$ cat config.mk
export PLATFORM = sky130hd
export DESIGN_NAME = cpuclk_sched
export DESIGN_NICKNAME = d
export VERILOG_FILES = /design/src/rtl/cpuclk_sched.sv
export SDC_FILE = /design/constraint.sdc
export NUM_CORES = 1
export LEC_CHECK = 0
export BUFFER_PORTS_ARGS = -buffer_cell sky130_fd_sc_hd__buf_2
export CELL_PAD_IN_SITES_DETAIL_PLACEMENT = 0
export CELL_PAD_IN_SITES_GLOBAL_PLACEMENT = 1
export CORE_MARGIN = 4
export CORE_UTILIZATION = 50
export CTS_BUF_LIST = sky130_fd_sc_hd__clkbuf_4
export CTS_CLUSTER_SIZE = 12
export DETAILED_ROUTE_END_ITERATION = 8
export GPL_ROUTABILITY_DRIVEN = 0
export PLACE_DENSITY = 0.94
export SLEW_MARGIN = 20
export SYNTH_ARGS = -nofsm -noshare
export SYNTH_HDL_FRONTEND = slang
export SYNTH_SLANG_ARGS = --single-unit
$ cat constraint.sdc
create_clock -name lsclk_in -period 5.7 [get_ports lsclk_in]
set_clock_uncertainty 0.15 [all_clocks]
set_input_delay 1.14 -clock lsclk_in [delete_from_list [all_inputs] [get_ports lsclk_in]]
set_output_delay 1.14 -clock lsclk_in [all_outputs]
set_load 0.02 [all_outputs]
$ cat src/rtl/cpuclk_sched.sv
// Decides when the CPU runs from the high-speed clock versus the 2 MHz host clock and
// sequences the glitch-free switch handshake, dwell, ack timeout and divider changes.
module cpuclk_sched #(
  parameter int unsigned MIN_DWELL   = 4,
  parameter int unsigned ACK_TIMEOUT = 15,
  parameter logic [1:0]  DEFAULT_DIV = 2'b00
) (
  input  logic       lsclk_in,
  input  logic       rst_b,
  input  logic       fast_req,
  input  logic       slow_force,
  input  logic       cfg_wr,
  input  logic [2:0] cfg_wdata,
  input  logic       hsclk_selected,
  input  logic       lsclk_selected,
  output logic       hsclk_sel,
  output logic [1:0] cpuclk_div_sel,
  output logic       hs_active,
  output logic       switching,
  output logic       timeout_err,
  output logic [7:0] switch_count
);

  typedef enum logic [1:0] {LS_RUN, TO_HS, HS_RUN, TO_LS} state_t;

  localparam logic [7:0] TMO   = 8'(ACK_TIMEOUT);
  localparam logic [3:0] DWELL = 4'(MIN_DWELL);

  state_t     state;
  logic [1:0] hs_sync;
  logic       hs_ack;
  logic       enable;
  logic [1:0] div_pend;
  logic [7:0] timer;
  logic [3:0] dwell;
  logic       tmr_exp;

  assign hs_ack  = hs_sync[1];
  // Expiry on the edge that would take the timer to zero, i.e. ACK_TIMEOUT edges after entry.
  assign tmr_exp = (timer <= 8'd1);

  always_ff @(posedge lsclk_in or negedge rst_b)
    if (!rst_b) hs_sync <= 2'b00;
    else        hs_sync <= {hs_sync[0], hsclk_selected};

  always_ff @(posedge lsclk_in or negedge rst_b)
    if (!rst_b) begin
      enable         <= 1'b0;
      div_pend       <= DEFAULT_DIV;
      cpuclk_div_sel <= DEFAULT_DIV;
    end else begin
      if (cfg_wr) begin
        enable   <= cfg_wdata[0];
        div_pend <= cfg_wdata[2:1];
      end
      // Only retune the divider while the slow clock owns the CPU.
      if (state == LS_RUN) cpuclk_div_sel <= div_pend;
    end

  always_ff @(posedge lsclk_in or negedge rst_b)
    if (!rst_b) begin
      state        <= LS_RUN;
      hsclk_sel    <= 1'b0;
      hs_active    <= 1'b0;
      switching    <= 1'b0;
      timeout_err  <= 1'b0;
      switch_count <= 8'd0;
      timer        <= 8'd0;
      dwell        <= 4'd0;
    end else begin
      if (cfg_wr) timeout_err <= 1'b0;
      case (state)
        LS_RUN:
          if (enable && fast_req && !slow_force) begin
            state     <= TO_HS;
            hsclk_sel <= 1'b1;
            switching <= 1'b1;
            timer     <= TMO;
          end
        TO_HS: begin
          if (timer != 8'd0) timer <= timer - 8'd1;
          if (hs_ack && !lsclk_selected) begin
            state     <= HS_RUN;
            switching <= 1'b0;
            hs_active <= 1'b1;
            dwell     <= DWELL;
            if (switch_count != 8'hff) switch_count <= switch_count + 8'd1;
          end else if (slow_force || !enable || tmr_exp) begin
            if (!(slow_force || !enable)) timeout_err <= 1'b1;
            state     <= TO_LS;
            hsclk_sel <= 1'b0;
            timer     <= TMO;
          end
        end
        HS_RUN: begin
          if (dwell != 4'd0) dwell <= dwell - 4'd1;
          if (slow_force || !enable || (!fast_req && dwell == 4'd0)) begin
            state     <= TO_LS;
            hsclk_sel <= 1'b0;
            hs_active <= 1'b0;
            switching <= 1'b1;
            timer     <= TMO;
          end
        end
        TO_LS: begin
          // A stuck return keeps re-flagging the error here; TO_LS is the only safe place to wait.
          if (timer != 8'd0) timer <= timer - 8'd1;
          if (!hs_ack && lsclk_selected) begin
            state     <= LS_RUN;
            switching <= 1'b0;
          end else if (tmr_exp) begin
            timeout_err <= 1'b1;
          end
        end
        default: state <= LS_RUN;
      endcase
    end

endmodule

==> results of run 1 <==
## cells in the final DEF (no fill, tap or decap), types with 2 or more instances in the layout
cell / Yosys / final
a21oi_1: 3 / 3
a221o_1: 2 / 2
a31oi_1: 3 / 3
buf_2: 0 / 23
clkbuf_4: 0 / 6
dfrtp_1: 33 / 33
ha_1: 10 / 10
inv_1: 10 / 10
mux2_2: 6 / 6
mux2i_1: 3 / 3
nand2_1: 15 / 15
nand2b_1: 6 / 6
nand3_1: 7 / 7
nand3b_1: 4 / 4
nor2_1: 16 / 16
nor2_2: 2 / 2
nor4_1: 3 / 3
o21ai_0: 5 / 5
o41ai_1: 2 / 2
or3_4: 2 / 2
xnor2_1: 5 / 5
xor2_1: 4 / 4
## worst min-delay path by stage
stage | endpoint | cells past startpoint
after floorplan | hs_sync[1] | 0
after global placement | hs_sync[1] | 0
after detailed placement | hs_sync[1] | 0
after CTS | hs_sync[1] | 0
after global routing | hs_sync[1] | 0
final | hs_sync[1] | 0
## critical path, stage by stage
cell and delay [ps]:
buf_2 100, and2b_1 310, a21oi_2 90, nor2_2 580, nor2_2 130, a221o_1 350
## logic make-up after synthesis
group                      count (synthesis)
and+or+nand+nor                           63
AOI/OAI and AO/OA                         33
DFF                                       33
buffers and inverters                     11
muxes                                     10
adders and majority gates                 10
xor gates and xnor gates                   9
## cell type report
type / instances / area, um2
Clock inverter: 2 / 33.8
Multi-Input combinational cell: 125 / 921
Timing Repair Buffer: 23 / 115
Fill cell: 308 / 1350
Clock buffer: 6 / 45.0
Sequential cell: 33 / 826
Tap cell: 46 / 57.6
Inverter: 10 / 37.5
## synthesized netlist by cell type, types with 2 or more instances
| master | n |
|---|---|
| a21oi_1 | 3 |
| xor2_1 | 4 |
| inv_1 | 10 |
| nor2_1 | 16 |
| nor2_2 | 2 |
| dfrtp_1 | 33 |
| nand2b_1 | 6 |
| mux2i_1 | 3 |
| a31oi_1 | 3 |
| xnor2_1 | 5 |
| ha_1 | 10 |
| o21ai_0 | 5 |
| mux2_2 | 6 |
| nand3_1 | 7 |
| a221o_1 | 2 |
| or3_4 | 2 |
| o41ai_1 | 2 |
| nand3b_1 | 4 |
| nor4_1 | 3 |
| nand2_1 | 15 |
## metal layers
layer / vias to the layer above / part of all wire / track usage
met4: 0 / 0.011 / 0.0720
li1: 669 / - / -
met2: 22 / 0.50 / 0.301
met1: 632 / 0.45 / 0.203
met5: - / 0 / 0
met3: 5 / 0.040 / 0.0525
## metrics by stage
step	worst slack, ps	hold slack (ps)	utilization
2_1_floorplan	3040	181	-
3_3_place_gp	2810	185	0.577
4_1_cts	3080	211	0.601
5_1_grt	2980	225	0.601
6_report	3060	209	0.601
3_5_place_dp	2740	189	0.577
## sequential cells by signal, indices dropped and copies added (netlist names)
name            cells
enable              1
hs_sync             2
div_pend            2
hs_active           1
state               2
switching           1
cpuclk_div_sel      2
dwell               4
timeout_err         1
switch_count        8
hsclk_sel           1
timer               8
## power groups by stage
stage | Combinational (mW) | Sequential [mW] | Clock, mW
2_1_floorplan | 0.302 | 0.385 | 0
3_3_place_gp | 0.424 | 0.353 | 0
3_5_place_dp | 0.442 | 0.357 | 0
4_1_cts | 0.445 | 0.353 | 0.179
5_1_grt | 0.488 | 0.363 | 0.189
6_report | 0.438 | 0.352 | 0.172
==> impl_metrics.tcl, run 1 <==
set metrics [dict create \
    combinational_family_with_the_most_area_after_synthesis "simple AND/OR/NAND/NOR gates" \
    share_comb_of_total_power 0.455 \
    postSynthCellCount 169 \
    post_synthesis_net_count 189 \
    internal-power_mw 0.573 \
    final.min_clock_period_ps 2640 \
    clk_pin_slew_worst_paths_ps 100 \
    synth.cell_area_um2 1790 \
    p_clk_frac 0.179 \
    fin_crit_share 0.463 \
    seq_area_frac_synth 0.461 \
    synth-compound-area-share 0.152 \
    cellLeakagePower_nw 0.930 \
    num_antenna_cells 0 \
    synth_largest_area_cell "dfrtp_1" \
    average_routed_wire_per_standard_cell_um 14.3 \
    worst-path-max-fanout 16 \
    critical_path_end_type "flip-flop" \
    placedCellCount 237 \
    layout-area-overhead-vs-synth_pct 13.6 \
    grtUsageTotal 0.175 \
    hold_startpoint "hs_sync[0]" \
    postPlaceCellArea_um2 1960 \
    cts_made_buffers 5 \
    die_x_um 67.9 \
    first_global_vias 1382 \
    max_freq_mhz 379 \
    synth.lib_cells_used.distinct 48 \
    vias_per_cell 5.42 \
    crit_required_ps 5770 \
    drc_errors 0 \
    yosysWarningCount 0 \
    htreeDepth 2 \
    synth-adder-area-share 0.0698 \
    async_set_or_reset_register_ratio_after_synthesis 1.00 \
    pwr_density_nw_per_um2 473 \
    wirelength_mm 3.50 \
    num_vias 1328 \
    antenna_left 0 \
    critical_path_class "input pin to flip-flop" \
    die_h_um 67.9 \
    final_design_area_no_fill_um2 2040 \
    pin_count_of_the_biggest_net_entering_global_routing 34 \
    max_slew.worst_pin.slew_ps 748 \
    ff2ff_setup_slack_ps 3320 \
    hold_path.class "flip-flop to flip-flop" \
    cts_resized 0 \
    dp_hpwl_mm 2.61 \
    r2r-start "state[1]" \
    detail_route.first_pass.iterations 4 \
    worst-r2r-cell-count 5 \
    count_of_non_filler_cells_in_the_finished_layout 245 \
    fin_nets 218 \
    p_total_mw 0.963 \
    final-max-slew-violation-count 0 \
    synth_flop_cell "dfrtp_1" \
    setup-violations-final 0 \
    overflow 0 \
    peakVddDrop_mv 0.200 \
    post_cts_hold_buffer_count 0 \
    synth_enable_flop_cells 0 \
    clock_latency_ps 330 \
    critical_path.reg2reg.endpoint "switch_count[1]" \
    synth_top_cells_by_area "dfrtp_1 46%, ha_1 7.0%, mux2_2 3.8%" \
    clock_path_buffers 2 \
    synth.mux.area_fraction 0.0608 \
    postCtsSetupRepairBufs 0 \
    post_route_cells_drive_above_1_share 0.241 \
    ioPinCount 24 \
    critical_path_arrival_ps 2710 \
    antenna_violations_before_repair 0 \
    floorplan.core_area_um2 3390 \
    yosys_register_bits 33 \
    syn-mean-instance-area_um2 10.6 \
    yosys.area.top_type_share 0.461 \
    start_util 0.529 \
    synth_simple_gate_area_share 0.187 \
    detailedRoute.firstIterationViolations 62 \
    clock-root-buffer "clkbuf_4" \
    rows 21 \
    finalHoldViolCount 0 \
    seq_power_share 0.366 \
    timing.critical_path.to "timer[7]" \
    clock_sinks 33 \
    status "completed" \
    fp.dieArea_um2 4600 \
    grt_setup_unrepaired "no" \
    max_cap_violations 0 \
    setup-tns-final_ps 0 \
    grt_pass1_wl_mm 5.95 \
    worst_setup_path_startpoint "slow_force" \
    p_switching_mw 0.390 \
    power.switching_fraction 0.405 \
    critPathLaunchType "input pin" \
    cts_tree "built" \
    max-slew-margin-rel 0.501 \
    placement.io_buffers 23 \
    post_synth_xor_area_fraction 0.0440 \
]
Power figures use the tool's default switching activity.
==> run 2, diff against run 1 <==
--- a/config.mk
+++ b/config.mk
@@ -9,12 +9,12 @@
 export CELL_PAD_IN_SITES_DETAIL_PLACEMENT = 0
 export CELL_PAD_IN_SITES_GLOBAL_PLACEMENT = 1
 export CORE_MARGIN = 4
-export CORE_UTILIZATION = 50
+export CORE_UTILIZATION = 46
 export CTS_BUF_LIST = sky130_fd_sc_hd__clkbuf_4
 export CTS_CLUSTER_SIZE = 12
 export DETAILED_ROUTE_END_ITERATION = 8
 export GPL_ROUTABILITY_DRIVEN = 0
-export PLACE_DENSITY = 0.94
+export PLACE_DENSITY = 0.88
 export SLEW_MARGIN = 20
 export SYNTH_ARGS = -nofsm -noshare
 export SYNTH_HDL_FRONTEND = slang
==> constraint.sdc (replaced) <==
create_clock -name lsclk_in -period 2.6 [get_ports lsclk_in]
set_clock_uncertainty 0.15 [all_clocks]
set_input_delay 0.52 -clock lsclk_in [delete_from_list [all_inputs] [get_ports lsclk_in]]
set_output_delay 0.52 -clock lsclk_in [all_outputs]
set_load 0.02 [all_outputs]
==> run 2 against run 1 <==
  * Sequential cell count stayed put
  * Design area up 0.74%
  * Largest cell class unchanged
  * Hold slack lost 150 ps
  * Largest power group unchanged
  * Power increased by 120%
  * First-iteration DRC count up 27%
  * Critical path type is now flip-flop to flip-flop
  * Sequential power grew 120%
  * Setup slack got worse by 2800 ps
  * Core utilization down 4.9 points
==> impl_metrics.tcl, run 2 (synthesis gave the netlist of run 1 again) <==
set metrics [dict create \
    antenna_violations_before_repair 0 \
    clock-root-buffer "clkbuf_4" \
    clock_sinks 33 \
    max_slew.worst_pin.slew_ps 718 \
    peakVddDrop_mv 0.612 \
    clk_pin_slew_worst_paths_ps 120 \
    detail_route.first_pass.iterations 4 \
    postPlaceCellArea_um2 1970 \
    pwr_density_nw_per_um2 1040 \
    worst-path-max-fanout 16 \
    cellLeakagePower_nw 0.934 \
    overflow 0 \
    regArea_um2 826 \
    first_global_vias 1422 \
    grtUsageTotal 0.162 \
    fin_nets 219 \
    detailedRoute.firstIterationViolations 79 \
    num_antenna_cells 0 \
    die_x_um 70.4 \
    final.min_clock_period_ps 2350 \
    setup-tns-final_ps 0 \
    num_vias 1347 \
    post_route_cells_drive_above_1_share 0.250 \
    antenna_left 0 \
    dp_hpwl_mm 2.60 \
    multi_input_comb_area_um2 921 \
    final_design_area_no_fill_um2 2050 \
    largest_registers "switch_count (8), timer (8), dwell (4)" \
    vias_per_cell 5.43 \
    cts_resized 0 \
    cts_tree "built" \
    start_util 0.482 \
    final-max-slew-violation-count 0 \
    most_common_cell_after_layout_fill_and_taps_aside "dfrtp_1" \
    finalHoldViolCount 0 \
    grt_pass1_wl_mm 6.51 \
    die_h_um 70.4 \
    ioPinCount 24 \
    fillers 347 \
    rows 22 \
    max_cap_violations 0 \
    crit_required_ps 2680 \
    postLayoutSetupSlackWorst_ps 246 \
    drc_errors 0 \
    average_routed_wire_per_standard_cell_um 14.0 \
    placement.io_buffers 23 \
    htreeDepth 2 \
    pre_cts_ws_ps 236 \
    status "completed" \
    clock_path_buffers 2 \
    hold_path.class "input pin to async pin" \
    fp.dieArea_um2 4960 \
    floorplan.core_area_um2 3720 \
    pin_count_of_the_biggest_net_entering_global_routing 34 \
    critical_path_end_type "flip-flop" \
    max-slew-margin-rel 0.522 \
    critical_path_class "flip-flop to flip-flop" \
    commonest_cells_after_routing_fill_and_taps_aside "33 x dfrtp_1, 23 x buf_2, 16 x nor2_1" \
    critical_path_arrival_ps 2440 \
    fin_crit_share 0.905 \
    postCtsSetupRepairBufs 0 \
    wirelength_mm 3.48 \
    clock_latency_ps 340 \
    critPathLaunchType "flip-flop" \
    cts_made_buffers 5 \
    grt_setup_unrepaired "no" \
    setup-violations-final 0 \
    max_freq_mhz 425 \
    post_cts_hold_buffer_count 0 \
    whs_ps 63.0 \
    layout-area-overhead-vs-synth_pct 14.5 \
]
## run 2: per-layer routing
metal / vias to the layer above / GRT usage / routed length, um
met5: - / 0 / 0
met4: 0 / 0.0638 / 59
met3: 8 / 0.0360 / 130
met2: 25 / 0.264 / 1670
met1: 644 / 0.208 / 1620
li1: 670 / - / -
## run 2: area by class of cell
type | count | area share
repair buffers | 24 | 0.0598
clock buffers | 5 | 0.0183
clock inverters | 3 | 0.0226
inverters | 10 | 0.0183
multi-input cells | 125 | 0.449
flip-flops and latches | 33 | 0.403
well taps | 48 | 0.0293
## run 2: worst paths after layout
kind | startpoint | to | slack [ps] | cells after the start
setup / recovery | dwell[0] | state[1] | 250 | 7
setup reg to reg | dwell[0] | state[1] | 250 | 7
max in group asynchronous | rst_b | timer[1] | 1770 | 1
hold / removal | rst_b | dwell[3] | 60 | 1
min in group lsclk_in | hsclk_selected | hs_sync[0] | 130 | 1
hold reg to reg | hs_sync[0] | hs_sync[1] | 210 | 0
## run 2: worst max-delay path, cell delays in order (launching register included)
cell	delay (ps)
dfrtp_1	400
inv_1	120
ha_1	180
or4b_4	480
a21oi_2	180
nor2_2	150
nor3_2	230
mux2_1	340
## run 2: metrics by stage
step                utilization  total power, mW  instances
CTS                       0.552             2.16        248
floorplan                     -             1.51        169
global route              0.552             2.32        248
detailed placement        0.529             1.75        240
finish                    0.552             2.14        248
global placement          0.529             1.70        240
## run 2: power breakdown
part           switching (mW)  total [mW]  internal, mW  leakage (nW)
registers               0.130       0.779         0.649         0.402
logic                   0.558       0.959         0.401         0.490
clock network           0.197       0.400         0.204        0.0414
==> run 3, diff against run 2 <==
--- a/config.mk
+++ b/config.mk
@@ -9,12 +9,11 @@
 export CELL_PAD_IN_SITES_DETAIL_PLACEMENT = 0
 export CELL_PAD_IN_SITES_GLOBAL_PLACEMENT = 1
 export CORE_MARGIN = 4
-export CORE_UTILIZATION = 46
+export CORE_UTILIZATION = 42
 export CTS_BUF_LIST = sky130_fd_sc_hd__clkbuf_4
-export CTS_CLUSTER_SIZE = 12
 export DETAILED_ROUTE_END_ITERATION = 8
 export GPL_ROUTABILITY_DRIVEN = 0
-export PLACE_DENSITY = 0.88
+export PLACE_DENSITY = 0.85
 export SLEW_MARGIN = 20
 export SYNTH_ARGS = -nofsm -noshare
 export SYNTH_HDL_FRONTEND = slang
==> constraint.sdc (replaced) <==
create_clock -name lsclk_in -period 2.1 [get_ports lsclk_in]
set_clock_uncertainty 0.15 [all_clocks]
set_input_delay 0.42 -clock lsclk_in [delete_from_list [all_inputs] [get_ports lsclk_in]]
set_output_delay 0.42 -clock lsclk_in [all_outputs]
set_load 0.02 [all_outputs]
==> run 3 against run 2 <==
  * The flow now finishes with violations (negative setup slack)
  * First-iteration DRC count is 13% lower
  * Wire length is 16% higher
  * Die area is 8.4% higher
  * Maximum frequency is 11% higher
  * Sequential power is 20% higher
  * Clock-buffer cell count stayed put
  * Global-route usage is 0.80 points higher
  * Sequential share of layout area is 5.9 points lower
  * Via count is 9.7% higher
==> impl_metrics.tcl, run 3 (synthesis gave the netlist of run 1 again) <==
set metrics [dict create \
    status "finished, violations left" \
    violations "negative setup slack" \
    clock_latency_ps 350 \
    die_x_um 73.3 \
    grt_util_met1 0.216 \
    hold_end "div_pend[1]" \
    die_h_um 73.3 \
    detail_route.first_pass.iterations 6 \
    floorplan.core_area_um2 4060 \
    gr-usage-met2 0.275 \
    cts_tree "built" \
    critical_path_arrival_ps 2240 \
    post_route_cells_drive_above_1_share 0.406 \
    ff2ff_setup_slack_ps -20 \
    gr-max-usage-layer "met2" \
    wirelength_mm 4.03 \
    overflow 0 \
    fin_crit_share 1.01 \
    r2r-start "dwell[0]" \
    first_global_vias 1533 \
    clock_path_buffers 2 \
    grt_setup_unrepaired "yes" \
    min_delay_path_depth 2 \
    critical_path_class "flip-flop to flip-flop" \
    whs_ps 151 \
    num_antenna_cells 0 \
    grt_pass1_wl_mm 6.98 \
    clk_pin_slew_worst_paths_ps 120 \
    pwr_density_nw_per_um2 1260 \
    rows 23 \
    antenna_violations_before_repair 0 \
    clock-root-buffer "clkbuf_4" \
    antenna_left 0 \
    fin_nets 253 \
    groute.layer.met3.usage 0.0506 \
    worst-path-max-fanout 6 \
    final.min_clock_period_ps 2120 \
    critical_path.reg2reg.endpoint "timer[1]" \
    setup-tns-final_ps -69.7 \
    postLayoutSetupSlackWorst_ps -23.0 \
    final-max-slew-violation-count 0 \
    num_vias 1477 \
    most_common_cell_after_layout_fill_and_taps_aside "dfrtp_1" \
    vias_per_cell 5.20 \
    htreeDepth 2 \
    hold_startpoint "cfg_wdata[2]" \
    max_cap_violations 0 \
    hold_path.class "input pin to flip-flop" \
    crit_required_ps 2210 \
    max-slew-margin-rel 0.503 \
    start_util 0.442 \
    critical_path_end_type "flip-flop" \
    worst-r2r-cell-count 9 \
    max_freq_mhz 471 \
    largest_registers "switch_count (8), timer (8), dwell (4)" \
    max_slew.worst_pin.slew_ps 745 \
    pin_count_of_the_biggest_net_entering_global_routing 34 \
    fp.dieArea_um2 5380 \
    average_routed_wire_per_standard_cell_um 14.2 \
    dp_hpwl_mm 2.73 \
    peakVddDrop_mv 0.731 \
    setup-violations-final 5 \
    cts_made_buffers 5 \
    detailedRoute.firstIterationViolations 69 \
    grtUsageTotal 0.170 \
    layout-area-overhead-vs-synth_pct 34.3 \
    ioPinCount 24 \
    finalHoldViolCount 0 \
    cellLeakagePower_nw 1.14 \
    commonest_cells_after_routing_fill_and_taps_aside "32 x dfrtp_1, 29 x buf_4, 23 x buf_2" \
    clock_sinks 33 \
    critPathLaunchType "flip-flop" \
    final_util 0.593 \
    placement.io_buffers 23 \
    drc_errors 0 \
]
## run 3: changes by cell type in the layout (fill, tap and decap cells not counted), moves of 2 or more
cell / change
inv_2: +3
inv_1: -3
clkinvlp_4: +2
buf_6: +4
buf_4: +28
dlygate4sd3_1: +2
## run 3: where the power goes
part           leakage [nW]  internal [mW]  total (mW)  switching [mW]
clock                0.0234          0.129       0.378           0.248
combinational         0.711          0.840        1.73           0.889
sequential            0.402          0.804       0.935           0.130
total                  1.14           1.77        3.04            1.27
## run 3: cell type report
type,instances,area (um2)
inverters,10,37.5
clock buffers,5,37.5
well taps,50,62.6
clock inverters,3,22.5
flip-flops and latches,33,827
repair buffers,58,398
fillers,337,1650
multi-input cells,125,1020
## run 3: metal layers
metal,up-vias,routed length (um)
li1,737,-
met1,707,1890
met2,27,1950
met3,6,146
met4,0,41
met5,-,0
## run 3: worst max-delay path by stage
stage	from	end	slack (ps)
floorplan	dwell[0]	timer[7]	20
global placement	dwell[0]	state[1]	-20
detailed placement	dwell[1]	state[1]	-90
CTS	dwell[1]	timer[1]	-80
global route	dwell[0]	timer[3]	-100
finish	dwell[0]	timer[1]	-20
## run 3: critical path: stages (launching register included)
cell,delay (ps)
dfrtp_1,410
inv_2,90
ha_4,130
or4b_4,470
a21oi_4,170
nor2_4,90
buf_6,150
buf_6,110
o21bai_4,160
a22oi_2,110
## run 3: metrics by stage
stage | total power [mW] | setup WS [ps] | cell area, um2 | cells
after floorplan | 1.86 | 15.6 | 1790 | 169
after global placement | 2.33 | -21.2 | 2130 | 263
after detailed placement | 2.35 | -93.7 | 2130 | 263
after CTS | 2.92 | -77.5 | 2320 | 280
after global routing | 3.27 | -97.7 | 2410 | 284
final | 3.04 | -23.0 | 2410 | 284
## run 3: repair_timing
| action | in CTS | in global routing |
|---|---|---|
| buffers inserted | 8 | 3 |
| gates cloned | 0 | 0 |
| resized for setup | 14 | 11 |
| setup endpoints to repair | 9 | 14 |
| hold endpoints to repair | 26 | 1 |
| hold buffers | 1 | 1 |
| pin swaps | 7 | 10 |
